--- src/rtl/mult_div_ctrl_pkg.sv ---
// -----------------------------------------------------------------------------
// mult_div_ctrl_pkg
// Shared constants for the EX-stage multiply/divide sequencer:
//   - FSM state encoding (IDLE/MUL/DIV/DONE)
//   - iteration counter width for the default 32-bit datapath
//   - LO value written on divide-by-zero
//   - function codes the unit decodes, plus a decode helper
// -----------------------------------------------------------------------------
package mult_div_ctrl_pkg;

    localparam int unsigned MD_DATA_W  = 32;
    localparam int unsigned ITER_CNT_W = $clog2(MD_DATA_W);

    // LO result for any divide with a zero divisor
    localparam logic [MD_DATA_W-1:0] DIV_ZERO_LO = 32'hFFFF_FFFF;

    // FSM state encoding
    localparam logic [1:0] ST_IDLE = 2'd0;
    localparam logic [1:0] ST_MUL  = 2'd1;
    localparam logic [1:0] ST_DIV  = 2'd2;
    localparam logic [1:0] ST_DONE = 2'd3;

    // Function codes handled by this unit
    localparam logic [5:0] FUNCT_MFHI  = 6'h10;
    localparam logic [5:0] FUNCT_MTHI  = 6'h11;
    localparam logic [5:0] FUNCT_MFLO  = 6'h12;
    localparam logic [5:0] FUNCT_MTLO  = 6'h13;
    localparam logic [5:0] FUNCT_MULT  = 6'h18;
    localparam logic [5:0] FUNCT_MULTU = 6'h19;
    localparam logic [5:0] FUNCT_DIV   = 6'h1A;
    localparam logic [5:0] FUNCT_DIVU  = 6'h1B;

    // True for the four multi-cycle operations
    function automatic logic is_mul_div(input logic [5:0] f);
        return (f == FUNCT_MULT) || (f == FUNCT_MULTU) ||
               (f == FUNCT_DIV)  || (f == FUNCT_DIVU);
    endfunction

endpackage

--- src/rtl/mult_div_ctrl_div_step.sv ---
// -----------------------------------------------------------------------------
// mult_div_ctrl_div_step
// One combinational restoring-divide step.
// Ports:
//   rem_in   in  DATA_W+1  partial remainder already shifted left with the
//                          next dividend bit appended
//   divisor  in  DATA_W    divisor magnitude
//   rem_out  out DATA_W    next partial remainder
//   q_bit    out 1         quotient bit produced by this step
// -----------------------------------------------------------------------------
module mult_div_ctrl_div_step #(
    parameter int unsigned DATA_W = 32
) (
    input  logic [DATA_W:0]   rem_in,
    input  logic [DATA_W-1:0] divisor,
    output logic [DATA_W-1:0] rem_out,
    output logic              q_bit
);

    logic [DATA_W+1:0] diff;
    logic [DATA_W:0]   sel;
    logic              unused_sel_msb;

    // Extra top bit carries the borrow: set means the divisor did not fit
    assign diff  = {1'b0, rem_in} - {2'b00, divisor};
    assign q_bit = ~diff[DATA_W+1];
    assign sel   = q_bit ? diff[DATA_W:0] : rem_in;

    // Remainder is always below the divisor, so the top bit is zero here
    assign rem_out        = sel[DATA_W-1:0];
    assign unused_sel_msb = sel[DATA_W];

endmodule

--- src/rtl/mult_div_ctrl.sv ---
// -----------------------------------------------------------------------------
// mult_div_ctrl
// Multi-cycle multiply/divide sequencer for the EX stage. Runs an iterative
// shift-add multiply or restoring divide (DATA_W iterations), holds the
// pipeline with stall_req, then commits to the architectural HI/LO registers.
// Also services MFHI/MFLO reads and MTHI/MTLO writes.
//
// Build option: define MULT_DIV_FAST_MUL_EN to replace the iterative multiply
// with a single-cycle DATA_W x DATA_W multiplier (divide is unchanged).
//
// Ports:
//   clk        in  1       system clock
//   rst_n      in  1       asynchronous active-low reset
//   en         in  1       EX instruction targets this unit
//   funct      in  6       function code
//   operand_1  in  DATA_W  rs: dividend / multiplicand / MT source
//   operand_2  in  DATA_W  rt: divisor / multiplier
//   flush      in  1       pipeline flush, aborts an operation in flight
//   stall_req  out 1       hold upstream pipeline
//   done       out 1       one-cycle pulse after HI/LO updated by MULT/DIV
//   hi         out DATA_W  HI register
//   lo         out DATA_W  LO register
//   result     out DATA_W  MFHI/MFLO read data, else 0
// -----------------------------------------------------------------------------
module mult_div_ctrl
    import mult_div_ctrl_pkg::*;
#(
    parameter int unsigned DATA_W = MD_DATA_W
) (
    input  logic              clk,
    input  logic              rst_n,
    input  logic              en,
    input  logic [5:0]        funct,
    input  logic [DATA_W-1:0] operand_1,
    input  logic [DATA_W-1:0] operand_2,
    input  logic              flush,
    output logic              stall_req,
    output logic              done,
    output logic [DATA_W-1:0] hi,
    output logic [DATA_W-1:0] lo,
    output logic [DATA_W-1:0] result
);

    localparam int unsigned CNT_W = $clog2(DATA_W);

    logic [1:0]        state_q, state_d;
    logic [CNT_W-1:0]  count_q, count_d;
    logic [DATA_W-1:0] hi_q, hi_d;
    logic [DATA_W-1:0] lo_q, lo_d;
    // acc: product high half (MUL) or partial remainder (DIV)
    logic [DATA_W-1:0] acc_q, acc_d;
    // shr: multiplier shifting out (MUL) or dividend shifting into quotient (DIV)
    logic [DATA_W-1:0] shr_q, shr_d;
    // opb: multiplicand (MUL) or divisor (DIV) magnitude
    logic [DATA_W-1:0] opb_q, opb_d;
    // neg: product/quotient sign; dvd_neg: dividend sign (remainder sign)
    logic              neg_q, neg_d;
    logic              dvd_neg_q, dvd_neg_d;

    // ---------------------------------------------------------------- decode
    logic              accept;
    logic              is_div;
    logic              is_signed;
    logic              sign_1, sign_2;
    logic [DATA_W-1:0] mag_1, mag_2;
    logic              busy;
    logic              last_iter;

    assign accept    = en && (state_q == ST_IDLE) && is_mul_div(funct);
    assign is_div    = (funct == FUNCT_DIV) || (funct == FUNCT_DIVU);
    assign is_signed = (funct == FUNCT_MULT) || (funct == FUNCT_DIV);
    assign sign_1    = is_signed & operand_1[DATA_W-1];
    assign sign_2    = is_signed & operand_2[DATA_W-1];
    assign mag_1     = sign_1 ? -operand_1 : operand_1;
    assign mag_2     = sign_2 ? -operand_2 : operand_2;
    assign last_iter = (count_q == CNT_W'(DATA_W - 1));

    // ------------------------------------------------------ multiply datapath
    logic [DATA_W:0]     mul_sum;
    logic [2*DATA_W-1:0] mul_prod;
    logic [2*DATA_W-1:0] mul_prod_fix;

    assign mul_sum      = {1'b0, acc_q} + (shr_q[0] ? {1'b0, opb_q} : '0);
    // Shift the sum right into the multiplier as its LSB is consumed
    assign mul_prod     = {mul_sum, shr_q[DATA_W-1:1]};
    assign mul_prod_fix = neg_q ? -mul_prod : mul_prod;

`ifdef MULT_DIV_FAST_MUL_EN
    logic [2*DATA_W-1:0] fast_mag;
    logic [2*DATA_W-1:0] fast_prod;

    assign fast_mag  = {{DATA_W{1'b0}}, mag_1} * {{DATA_W{1'b0}}, mag_2};
    assign fast_prod = (sign_1 ^ sign_2) ? -fast_mag : fast_mag;
`endif

    // -------------------------------------------------------- divide datapath
    logic [DATA_W-1:0] div_rem;
    logic              div_q_bit;
    logic [DATA_W-1:0] div_quo;
    logic [DATA_W-1:0] div_quo_fix;
    logic [DATA_W-1:0] div_rem_fix;
    logic [DATA_W-1:0] dvd_raw;

    mult_div_ctrl_div_step #(
        .DATA_W (DATA_W)
    ) u_div_step (
        .rem_in  ({acc_q, shr_q[DATA_W-1]}),
        .divisor (opb_q),
        .rem_out (div_rem),
        .q_bit   (div_q_bit)
    );

    assign div_quo     = {shr_q[DATA_W-2:0], div_q_bit};
    assign div_quo_fix = neg_q ? -div_quo : div_quo;
    assign div_rem_fix = dvd_neg_q ? -div_rem : div_rem;
    // Before the first step shr still holds the dividend magnitude; re-applying
    // the sign recovers the operand bits as originally presented
    assign dvd_raw     = dvd_neg_q ? -shr_q : shr_q;

    // ------------------------------------------------------------ next state
    always_comb begin
        state_d   = state_q;
        count_d   = count_q;
        hi_d      = hi_q;
        lo_d      = lo_q;
        acc_d     = acc_q;
        shr_d     = shr_q;
        opb_d     = opb_q;
        neg_d     = neg_q;
        dvd_neg_d = dvd_neg_q;

        case (state_q)
            ST_IDLE: begin
                if (accept) begin
                    if (!flush) begin
                        count_d   = '0;
                        acc_d     = '0;
                        neg_d     = sign_1 ^ sign_2;
                        dvd_neg_d = sign_1;
                        if (is_div) begin
                            shr_d   = mag_1;
                            opb_d   = mag_2;
                            state_d = ST_DIV;
                        end else begin
`ifdef MULT_DIV_FAST_MUL_EN
                            {hi_d, lo_d} = fast_prod;
                            state_d      = ST_DONE;
`else
                            shr_d   = mag_2;
                            opb_d   = mag_1;
                            state_d = ST_MUL;
`endif
                        end
                    end
                end else if (en && (funct == FUNCT_MTHI)) begin
                    hi_d = operand_1;
                end else if (en && (funct == FUNCT_MTLO)) begin
                    lo_d = operand_1;
                end
            end

            ST_MUL: begin
                if (flush) begin
                    state_d = ST_IDLE;
                end else begin
                    acc_d   = mul_prod[2*DATA_W-1:DATA_W];
                    shr_d   = mul_prod[DATA_W-1:0];
                    count_d = count_q + 1'b1;
                    if (last_iter) begin
                        {hi_d, lo_d} = mul_prod_fix;
                        state_d      = ST_DONE;
                    end
                end
            end

            ST_DIV: begin
                if (flush) begin
                    state_d = ST_IDLE;
                end else if ((count_q == '0) && (opb_q == '0)) begin
                    hi_d    = dvd_raw;
                    lo_d    = {DATA_W{1'b1}};
                    state_d = ST_DONE;
                end else begin
                    acc_d   = div_rem;
                    shr_d   = div_quo;
                    count_d = count_q + 1'b1;
                    if (last_iter) begin
                        hi_d    = div_rem_fix;
                        lo_d    = div_quo_fix;
                        state_d = ST_DONE;
                    end
                end
            end

            // HI/LO already committed; flush cannot undo them
            ST_DONE: state_d = ST_IDLE;

            default: state_d = ST_IDLE;
        endcase
    end

    always_ff @(posedge clk or negedge rst_n) begin
        if (!rst_n) begin
            state_q   <= ST_IDLE;
            count_q   <= '0;
            hi_q      <= '0;
            lo_q      <= '0;
            acc_q     <= '0;
            shr_q     <= '0;
            opb_q     <= '0;
            neg_q     <= 1'b0;
            dvd_neg_q <= 1'b0;
        end else begin
            state_q   <= state_d;
            count_q   <= count_d;
            hi_q      <= hi_d;
            lo_q      <= lo_d;
            acc_q     <= acc_d;
            shr_q     <= shr_d;
            opb_q     <= opb_d;
            neg_q     <= neg_d;
            dvd_neg_q <= dvd_neg_d;
        end
    end

    // --------------------------------------------------------------- outputs
    assign busy      = accept || (state_q == ST_MUL) || (state_q == ST_DIV);
    assign stall_req = busy && !flush;
    assign done      = (state_q == ST_DONE);
    assign hi        = hi_q;
    assign lo        = lo_q;

    always_comb begin
        result = '0;
        if (en && (funct == FUNCT_MFHI)) begin
            result = hi_q;
        end else if (en && (funct == FUNCT_MFLO)) begin
            result = lo_q;
        end
    end

endmodule

--- config.mk ---
export PLATFORM = sky130hd
export DESIGN_NAME = mult_div_ctrl
export DESIGN_NICKNAME = d
export VERILOG_FILES = /design/src/rtl/mult_div_ctrl_pkg.sv /design/src/rtl/mult_div_ctrl_div_step.sv /design/src/rtl/mult_div_ctrl.sv
export SDC_FILE = /design/constraint.sdc
export NUM_CORES = 1
export LEC_CHECK = 0
export ABC_AREA = 1
export CORE_ASPECT_RATIO = 2
export CORE_MARGIN = 2
export CORE_UTILIZATION = 45
export DETAILED_ROUTE_END_ITERATION = 6
export HOLD_SLACK_MARGIN = 0.06
export PLACE_DENSITY_LB_ADDON = 0.15
export SETUP_SLACK_MARGIN = 0.1
export SYNTH_ARGS = -nofsm -noshare
export SYNTH_HDL_FRONTEND = slang
export SYNTH_SLANG_ARGS = --single-unit
--- constraint.sdc ---
create_clock -name clk -period 3.4 [get_ports clk]
set_input_delay 0.51 -clock clk [delete_from_list [all_inputs] [get_ports clk]]
set_output_delay 0.51 -clock clk [all_outputs]
set_load 0.02 [all_outputs]
==> results of run 1 <==
-- what timing repair did --
| item | CTS |
|---|---|
| gates resized for setup | 336 |
| pin swaps | 116 |
| setup buffers | 48 |
| hold endpoints to repair | 0 |
| cloned | 3 |
| endpoints found under the setup margin | 59 |
-- through the flow --
step	setup TNS [ns]	utilization (%)	worst slack, ns
global placement	-14.27	61.0	-0.422
CTS	-1.05	66.3	-0.109
detailed placement	-15.49	61.0	-0.511
floorplan	0	-	0.131
-- kinds of logic after synthesis --
family | count (synthesis) | synth area share [%]
AOI/OAI and AO/OA | 740 | 21.0
and+or+nand+nor | 1767 | 36.0
adders and majority gates | 79 | 4.83
DFF | 169 | 20.4
buffers and inverters | 702 | 13.1
xor gates and xnor gates | 114 | 4.81
-- synthesized netlist by cell type (all sizes together), types with 10 or more instances --
library cell and count:
a211oi 19, a21boi 16, a21oi 196, a22oi 25, a31oi 11, buf 37, clkbuf 117, dfrtp 169
ha 77, inv 545, nand2 953, nand3 236, nand4 35, nor2 433, nor3 60, nor4 20
o211ai 20, o21ai 272, o21bai 10, o221ai 15, o22ai 116, o311ai 12, or2 16, xnor2 30
xor2 84
-- metal layers --
metal	overflow	track usage (%)
met1	0	59.2
met2	13	86.9
met3	1	34.4
met4	8	68.3
met5	0	1.69
==> run summary, run 1 <==
Top FF cell, synth -> dfrtp_1
DP HPWL -> 101 mm
CTS root buffer -> clkbuf_16
Asr flop ratio synth -> 100%
DP Area -> 0.0279 mm2
CTS sink count -> 169
Max clock buf depth -> 2
Count of different cell masters after synthesis -> 62
Avg Cell Area, Syn -> 5.81 um2
# rows -> 111
H-tree depth -> 4
Global Route Usage Sum -> 61.6%
Number of CTS-inserted buffers -> 17
Grt total ovfl -> 22
Vias in the first global route -> 31000
Io pins -> 172
Seq cells post-synth -> 169
Die Ht -> 308 um
Post-synth top area share -> 20.4%
First-pass GRT wire length -> 214 mm
Sequential share of the synthesized area -> 20.4%
Number of synthesized flops with an enable pin -> 0
Die span in x -> 156 um
Ranking of synthesized cells by area -> dfrtp_1, nand2_1, inv_1
Halt Stage -> global routing
Port bufs -> 171
Yosys warning total -> 0
Run status -> aborted with a tool error
Post-synth top area cell -> dfrtp_1
Mapped Area -> 0.0208 mm2
Largest net degree at the start of global routing -> 80
Post-synthesis cell count -> 3571
Initial core utilization -> 45.4%
Hold_buf cts -> 0
GPL Wtd Cong -> 1.16
Error msg -> [ERROR GRT-0116] Global routing finished with congestion. Check the congestion regions in the DRC Viewer.
Syn nets -> 3724
Placed cell count -> 4835
==> run 2, diff against run 1 <==
--- a/config.mk
+++ b/config.mk
@@ -6,13 +6,10 @@
 export NUM_CORES = 1
 export LEC_CHECK = 0
 export ABC_AREA = 1
-export CORE_ASPECT_RATIO = 2
 export CORE_MARGIN = 2
-export CORE_UTILIZATION = 45
+export CORE_UTILIZATION = 30
 export DETAILED_ROUTE_END_ITERATION = 6
-export HOLD_SLACK_MARGIN = 0.06
 export PLACE_DENSITY_LB_ADDON = 0.15
-export SETUP_SLACK_MARGIN = 0.1
 export SYNTH_ARGS = -nofsm -noshare
 export SYNTH_HDL_FRONTEND = slang
 export SYNTH_SLANG_ARGS = --single-unit
==> constraint.sdc (replaced) <==
create_clock -name clk -period 4.4 [get_ports clk]
set_input_delay 0.66 -clock clk [delete_from_list [all_inputs] [get_ports clk]]
set_output_delay 0.66 -clock clk [all_outputs]
set_load 0.02 [all_outputs]
==> run summary, run 2 <==
Run status -> complete, no violations (was aborted with a tool error)
Initial core utilization -> 30.3% (was 45.4%)
DP Area -> 0.0242 mm2 (was 0.0279 mm2)
Vias in the first global route -> 23500
Critical path peak fanout -> 32
Net Switching -> 14800 uW
Startpoint Class -> flip-flop
Final instance area -> 0.0248 mm2
First-pass GRT wire length -> 162 mm
Avg Cell Area, Syn -> 5.81 um2 (unchanged)
Hold Crit Class -> in -> async
R2R setup slack -> 0.17 ns
Global Route Usage Sum -> 31.2%
# rows -> 96 (was 111)
Drt wl/cell -> 24.0 um
H-tree depth -> 4 (unchanged)
Place WS -> 0.0729 ns (was -0.511 ns)
Io pins -> 172 (unchanged)
Switching part of the total -> 61.3%
CP required -> 4.85 ns
Max Cap Violations -> 0
Port bufs -> 171 (unchanged)
Synth-to-layout area growth -> 19.6%
Arrival @ worst endpoint -> 4.68 ns
Ratio of cells with drive above 1 in the final layout -> 7.76%
Power Dens Cells -> 972 mW/mm2
Post-CTS setup buffer count -> 0 (was 48)
CP startpoint -> opb_q[18]
Mapped Area -> 0.0208 mm2 (unchanged)
Setup TNS -> 0 ns
Core area -> 0.0686 mm2
Sequential share of the synthesized area -> 20.4% (unchanged)
RR Startpoint -> opb_q[18]
Ranking of synthesized cells by area -> dfrtp_1, nand2_1, inv_1 (unchanged)
Placed cell count -> 4661 (was 4835)
Clk slew on worst S/H paths -> 0.08 ns
Die ar. -> 0.0713 mm2
Count of different cell masters after synthesis -> 62 (unchanged)
Number of synthesized flops with an enable pin -> 0 (unchanged)
Final WL -> 113 mm
Post-synth top area share -> 20.4% (unchanged)
Setup Skew -> 0.0151 ns
Clk_lat worst skew -> 0.52 ns
Syn nets -> 3724 (unchanged)
Drt initial violations -> 3119
DP HPWL -> 92.0 mm (was 101 mm)
Final period util -> 96.1%
Die span in x -> 267 um (was 156 um)
Leading cell type in the layout, fill and taps excluded -> nand2_1
Final Hold Fails -> 0
GPL Wtd Cong -> 1.04 (was 1.16)
Gate power share -> 79.5%
Asr flop ratio synth -> 100% (unchanged)
Endpoints failing setup -> 0
Register area -> 0.00423 mm2
Post-synthesis cell count -> 3571 (unchanged)
Commonest cells in the netlist -> nand2_1, inv_1, nor2_1, o21ai_0, nand3_1 (unchanged)
Post-synth top area cell -> dfrtp_1 (unchanged)
Number of CTS-inserted buffers -> 17 (unchanged)
Largest net degree at the start of global routing -> 90
Slew @ Worst Pin -> 0.979 ns
Grt total ovfl -> 0
Max clock buf depth -> 2 (unchanged)
Fin. max-slew vios -> 0
DR vias -> 25500
CTS tree -> built
CTS root buffer -> clkbuf_16 (unchanged)
Clock Power Share -> 6.9%
Die Ht -> 267 um (was 308 um)
RSZ-0062 raised after global routing -> no
Fill count -> 7720
Setup CP Type -> reg -> reg
Router iterations before antenna repair -> 6
Worst setup margin -> 0.171 ns
PnR Total Power -> 24100 uW
P_int -> 9340 uW
Yosys warning total -> 0 (unchanged)
CTS sink count -> 169 (unchanged)
Rel. slew slack -> 34.6%
Leakage -> 0.0123 uW
DRC viols -> 0
Initial antenna violation count -> 3
Non-filler instance count after layout -> 4695
VDD IR max -> 0.556 mV
Seq cells post-synth -> 169 (unchanged)
Peak Freq -> 0.236 GHz
Most frequent cells in the layout -> nand2_1, inv_1, nor2_1
Top FF cell, synth -> dfrtp_1 (unchanged)
Sequential power share -> 13.6%
Layout net count -> 3902
Clock period minus worst slack -> 4.23 ns
Area occupied by multi-input gates -> 0.0139 mm2
CP endpoint kind -> flip-flop
Post-DRT Antenna Nets -> 0
Count leader, synth -> nand2_1 (unchanged)
Drt via density -> 5.44
run 2: cell counts after synthesis:
Identical to the previous run, type by type.
run 2: worst paths after layout:
path / to / depth (start not counted)
hold / removal: opb_q[29] / 1
min in group clk: hi[8] / 2
max in group asynchronous: hi[30] / 2
setup / recovery: hi[20] / 25
setup reg to reg: hi[20] / 25
hold reg to reg: hi[8] / 2
run 2: cell type report:
class	count	area share [%]
multi-input cells	2700	56.0
flip-flops and latches	169	17.0
repair buffers	313	11.7
inverters	548	8.29
well taps	931	4.69
clock buffers	17	1.71
clock inverters	15	0.630
diodes	2	0.0202
run 2: metrics by stage:
step / hold WS, ns / utilization, %
4_1_cts: 0.232 / 36.1
5_1_grt: 0.240 / 36.2
3_5_place_dp: 0.492 / 35.3
2_1_floorplan: 0.364 / -
6_report: 0.187 / 36.2
3_3_place_gp: 0.498 / 35.3
run 2: cells by family after synthesis:
kind of cell	Yosys count	synth area share (%)
xor+xnor	114	4.81
buf+inv	702	13.1
fa+ha+maj	79	4.83
compound gates	740	21.0
flops	169	20.4
simple gates	1767	36.0
run 2: timing repair:
| action | in CTS | in global routing |
|---|---|---|
| gates resized for setup | 0 | 6 |
| hold buffers | 0 | 0 |
| setup endpoints to repair | 0 | 32 |
run 2: worst max-delay path: stages, from the launching register on:
cell and delay [ns]:
dfrtp_1 0.48, inv_1 0.12, ha_1 0.38, nand2_1 0.12, nand2_1 0.08, nand2_1 0.08
nand2_1 0.11, nand2_1 0.10, nand2_2 0.08, a21oi_2 0.19, buf_12 0.16, nand2_4 0.13
buf_12 0.20, nand2_1 0.20, nand2_1 0.23, nor2_1 0.20, nand2_1 0.08, nor2_1 0.25
nand4_1 0.23, nand2_1 0.11, nand2_1 0.06, nand3_1 0.10, nand2_1 0.06, nand2_1 0.15
nand2_1 0.08, a21boi_1 0.14
run 2: layer usage:
metal	global-route usage [%]	wire (um)	up-vias
li1	-	-	12000
met1	44.6	50700	12100
met2	45.3	47000	1300
met3	6.35	10500	158
met4	12.5	4590	2
met5	0	13	-
run 2: power by group through the flow:
stage          combinational [uW]  sequential [uW]  clock [uW]
3_3_place_gp                18800             3240           0
5_1_grt                     20800             3310        1740
6_report                    19200             3270        1670
3_5_place_dp                18600             3230           0
4_1_cts                     18700             3200        1680
2_1_floorplan               11300             3150           0
Power figures use the tool's default switching activity.
==> run 3, diff against run 2 <==
--- a/config.mk
+++ b/config.mk
@@ -8,8 +8,10 @@
 export ABC_AREA = 1
 export CORE_MARGIN = 2
 export CORE_UTILIZATION = 30
+export CTS_CLUSTER_DIAMETER = 80
 export DETAILED_ROUTE_END_ITERATION = 6
 export PLACE_DENSITY_LB_ADDON = 0.15
+export SETUP_SLACK_MARGIN = 0.1
 export SYNTH_ARGS = -nofsm -noshare
 export SYNTH_HDL_FRONTEND = slang
 export SYNTH_SLANG_ARGS = --single-unit
==> run summary, run 3 (synthesis gave the netlist of run 2 again) <==
Non-filler instance count after layout -> 4698 (was 4695)
CP required -> 4.85 ns (about the same)
Placed cell count -> 4661 (unchanged)
Most frequent cells in the layout -> nand2_1, inv_1, nor2_1 (unchanged)
Area occupied by multi-input gates -> 0.0139 mm2 (about the same)
Arrival @ worst endpoint -> 4.55 ns (was 4.68 ns)
H-tree depth -> 4 (unchanged)
Final period util -> 93.1% (was 96.1%)
Drt initial violations -> 3271 (was 3119)
Port bufs -> 171 (unchanged)
Die ar. -> 0.0713 mm2 (unchanged)
DRC viols -> 0 (unchanged)
Drt wl/cell -> 24.0 um (about the same)
Switching part of the total -> 61.1% (was 61.3%)
Ratio of cells with drive above 1 in the final layout -> 8.10% (was 7.76%)
Largest net degree at the start of global routing -> 90 (unchanged)
Rel. slew slack -> 35.8% (was 34.6%)
CTS tree -> built (unchanged)
Startpoint Class -> flip-flop (unchanged)
Final instance area -> 0.0249 mm2 (was 0.0248 mm2)
VDD IR max -> 0.556 mV (about the same)
Wl on met1 -> 50.7 mm (about the same)
Post-DRT Antenna Nets -> 0 (unchanged)
Io pins -> 172 (unchanged)
Sequential power share -> 13.5% (was 13.6%)
Peak Freq -> 0.244 GHz (was 0.236 GHz)
Clk_lat worst skew -> 0.52 ns (about the same)
Critical path peak fanout -> 32 (unchanged)
Leading cell type in the layout, fill and taps excluded -> nand2_1 (unchanged)
Clock Power Share -> 6.9% (about the same)
Setup TNS -> 0 ns (unchanged)
Vias in the first global route -> 23500 (about the same)
DP HPWL -> 92.0 mm (unchanged)
DR top layer -> met5 (unchanged)
Final Hold Fails -> 0 (unchanged)
# rows -> 96 (unchanged)
Reg-to-Reg End -> hi[20] (unchanged)
Setup CP Type -> reg -> reg (unchanged)
GPL Wtd Cong -> 1.04 (unchanged)
Final WL -> 113 mm (about the same)
PnR Total Power -> 24200 uW (was 24100 uW)
CTS sink count -> 169 (unchanged)
Fin. max-slew vios -> 0 (unchanged)
R2R setup slack -> 0.30 ns (was 0.17 ns)
Drt via density -> 5.43 (was 5.44)
Grt total ovfl -> 0 (unchanged)
Number of CTS-inserted buffers -> 17 (unchanged)
RSZ-0062 raised after global routing -> yes (was no)
Router iterations before antenna repair -> 6 (unchanged)
WL met3 -> 10.5 mm (about the same)
RR Startpoint -> opb_q[26] (was opb_q[18])
Met2 WL -> 47.2 mm (was 47.0 mm)
Hold Worst Slack -> 0.180 ns (was 0.187 ns)
Initial core utilization -> 30.3% (unchanged)
Net Switching -> 14800 uW (about the same)
First-pass GRT wire length -> 162 mm (about the same)
Power Dens Cells -> 973 mW/mm2 (was 972 mW/mm2)
Run status -> complete, no violations (unchanged)
Gate power share -> 79.6% (was 79.5%)
Register area -> 0.00424 mm2 (was 0.00423 mm2)
Synth-to-layout area growth -> 19.9% (was 19.6%)
Core area -> 0.0686 mm2 (unchanged)
Endpoints failing setup -> 0 (unchanged)
Max clock buf depth -> 2 (unchanged)
P_int -> 9410 uW (was 9340 uW)
CP endpoint kind -> flip-flop (unchanged)
Leakage -> 0.0123 uW (about the same)
Max Cap Violations -> 0 (unchanged)
Initial antenna violation count -> 2 (was 3)
Slew @ Worst Pin -> 0.954 ns (was 0.979 ns)
Die Ht -> 267 um (unchanged)
R2R depth -> 23 (was 25)
DP Area -> 0.0242 mm2 (unchanged)
Global Route Usage Sum -> 31.2% (about the same)
Setup Skew -> 0.0141 ns (was 0.0151 ns)
CTS root buffer -> clkbuf_16 (unchanged)
Layout net count -> 3906 (was 3902)
DR vias -> 25500 (about the same)
Clock period minus worst slack -> 4.10 ns (was 4.23 ns)
Clk slew on worst S/H paths -> 0.08 ns (about the same)
Die span in x -> 267 um (unchanged)
Hold Crit Class -> in -> async (unchanged)
Fill count -> 7721 (was 7720)
-- run 3: cell types whose count changed in the layout (fill, tap and decap cells not counted), moves of 2 or more --
| cell | change |
|---|---|
| buf_4 | +4 |
| ha_1 | -2 |
| nand2_1 | -2 |
| nand2_2 | +2 |
| ha_2 | +2 |
-- run 3: cell type report --
cell class | count | share of cell area [%]
Clock buffer | 17 | 1.71
Tap cell | 931 | 4.68
Clock inverter | 15 | 0.628
Multi-Input combinational cell | 2700 | 55.9
Sequential cell | 169 | 17.0
Inverter | 548 | 8.28
Timing Repair Buffer | 317 | 11.7
Antenna cell | 1 | 0.0101
-- run 3: how the worst max path moves through the flow --
stage                     startpoint      to  slack [ns]
after floorplan             shr_q[0]  hi[22]        1.09
after global placement     opb_q[26]  lo[21]        0.07
after detailed placement    shr_q[0]  hi[27]        0.07
after CTS                  opb_q[26]  lo[21]        0.10
after global routing        shr_q[0]  hi[22]        0.09
final                      opb_q[26]  hi[20]        0.30
-- run 3: per-layer routing --
metal  up-vias  global-route usage [%]
met5         -                       0
met4         2                    12.5
met3       137                    6.29
met2      1273                    45.2
met1     12100                    44.7
li1      12000                       -
-- run 3: critical path: stages, from the launching register on --
cell and delay (ns):
dfrtp_1 0.44, inv_1 0.29, ha_1 0.35, a21oi_2 0.17, nor2_1 0.08, o21bai_2 0.13, nand2_1 0.08, a21oi_2 0.16
buf_12 0.16, nand2_4 0.13, buf_12 0.21, nand2_1 0.20, nand2_2 0.16, nor2_1 0.17, nand2_1 0.08, nor2_1 0.24
nand4_1 0.23, nand2_1 0.11, nand2_1 0.06, nand3_1 0.10, nand2_1 0.06, nand2_1 0.15, nand2_1 0.08, a21boi_1 0.14
-- run 3: power groups by stage --
stage	combinational, uW	sequential [uW]	clock [uW]
finish	19300	3280	1670
CTS	18700	3200	1680
floorplan	11300	3150	0
global route	20900	3310	1740
detailed placement	18600	3230	0
global placement	18800	3240	0
-- run 3: what timing repair did --
action | 4_1_cts | 5_1_grt
buffers inserted | 0 | 4
hold buffers | 0 | 0
pin swaps | 0 | 2
gates resized for setup | 1 | 15
setup endpoints to repair | 3 | 33
hold endpoints to repair | 0 | 0
-- run 3: stage by stage --
stage | setup WS (ns) | util (%)
floorplan | 1.09 | -
global placement | 0.0744 | 35.3
detailed placement | 0.0729 | 35.3
CTS | 0.101 | 36.1
global route | 0.0877 | 36.3
finish | 0.302 | 36.3
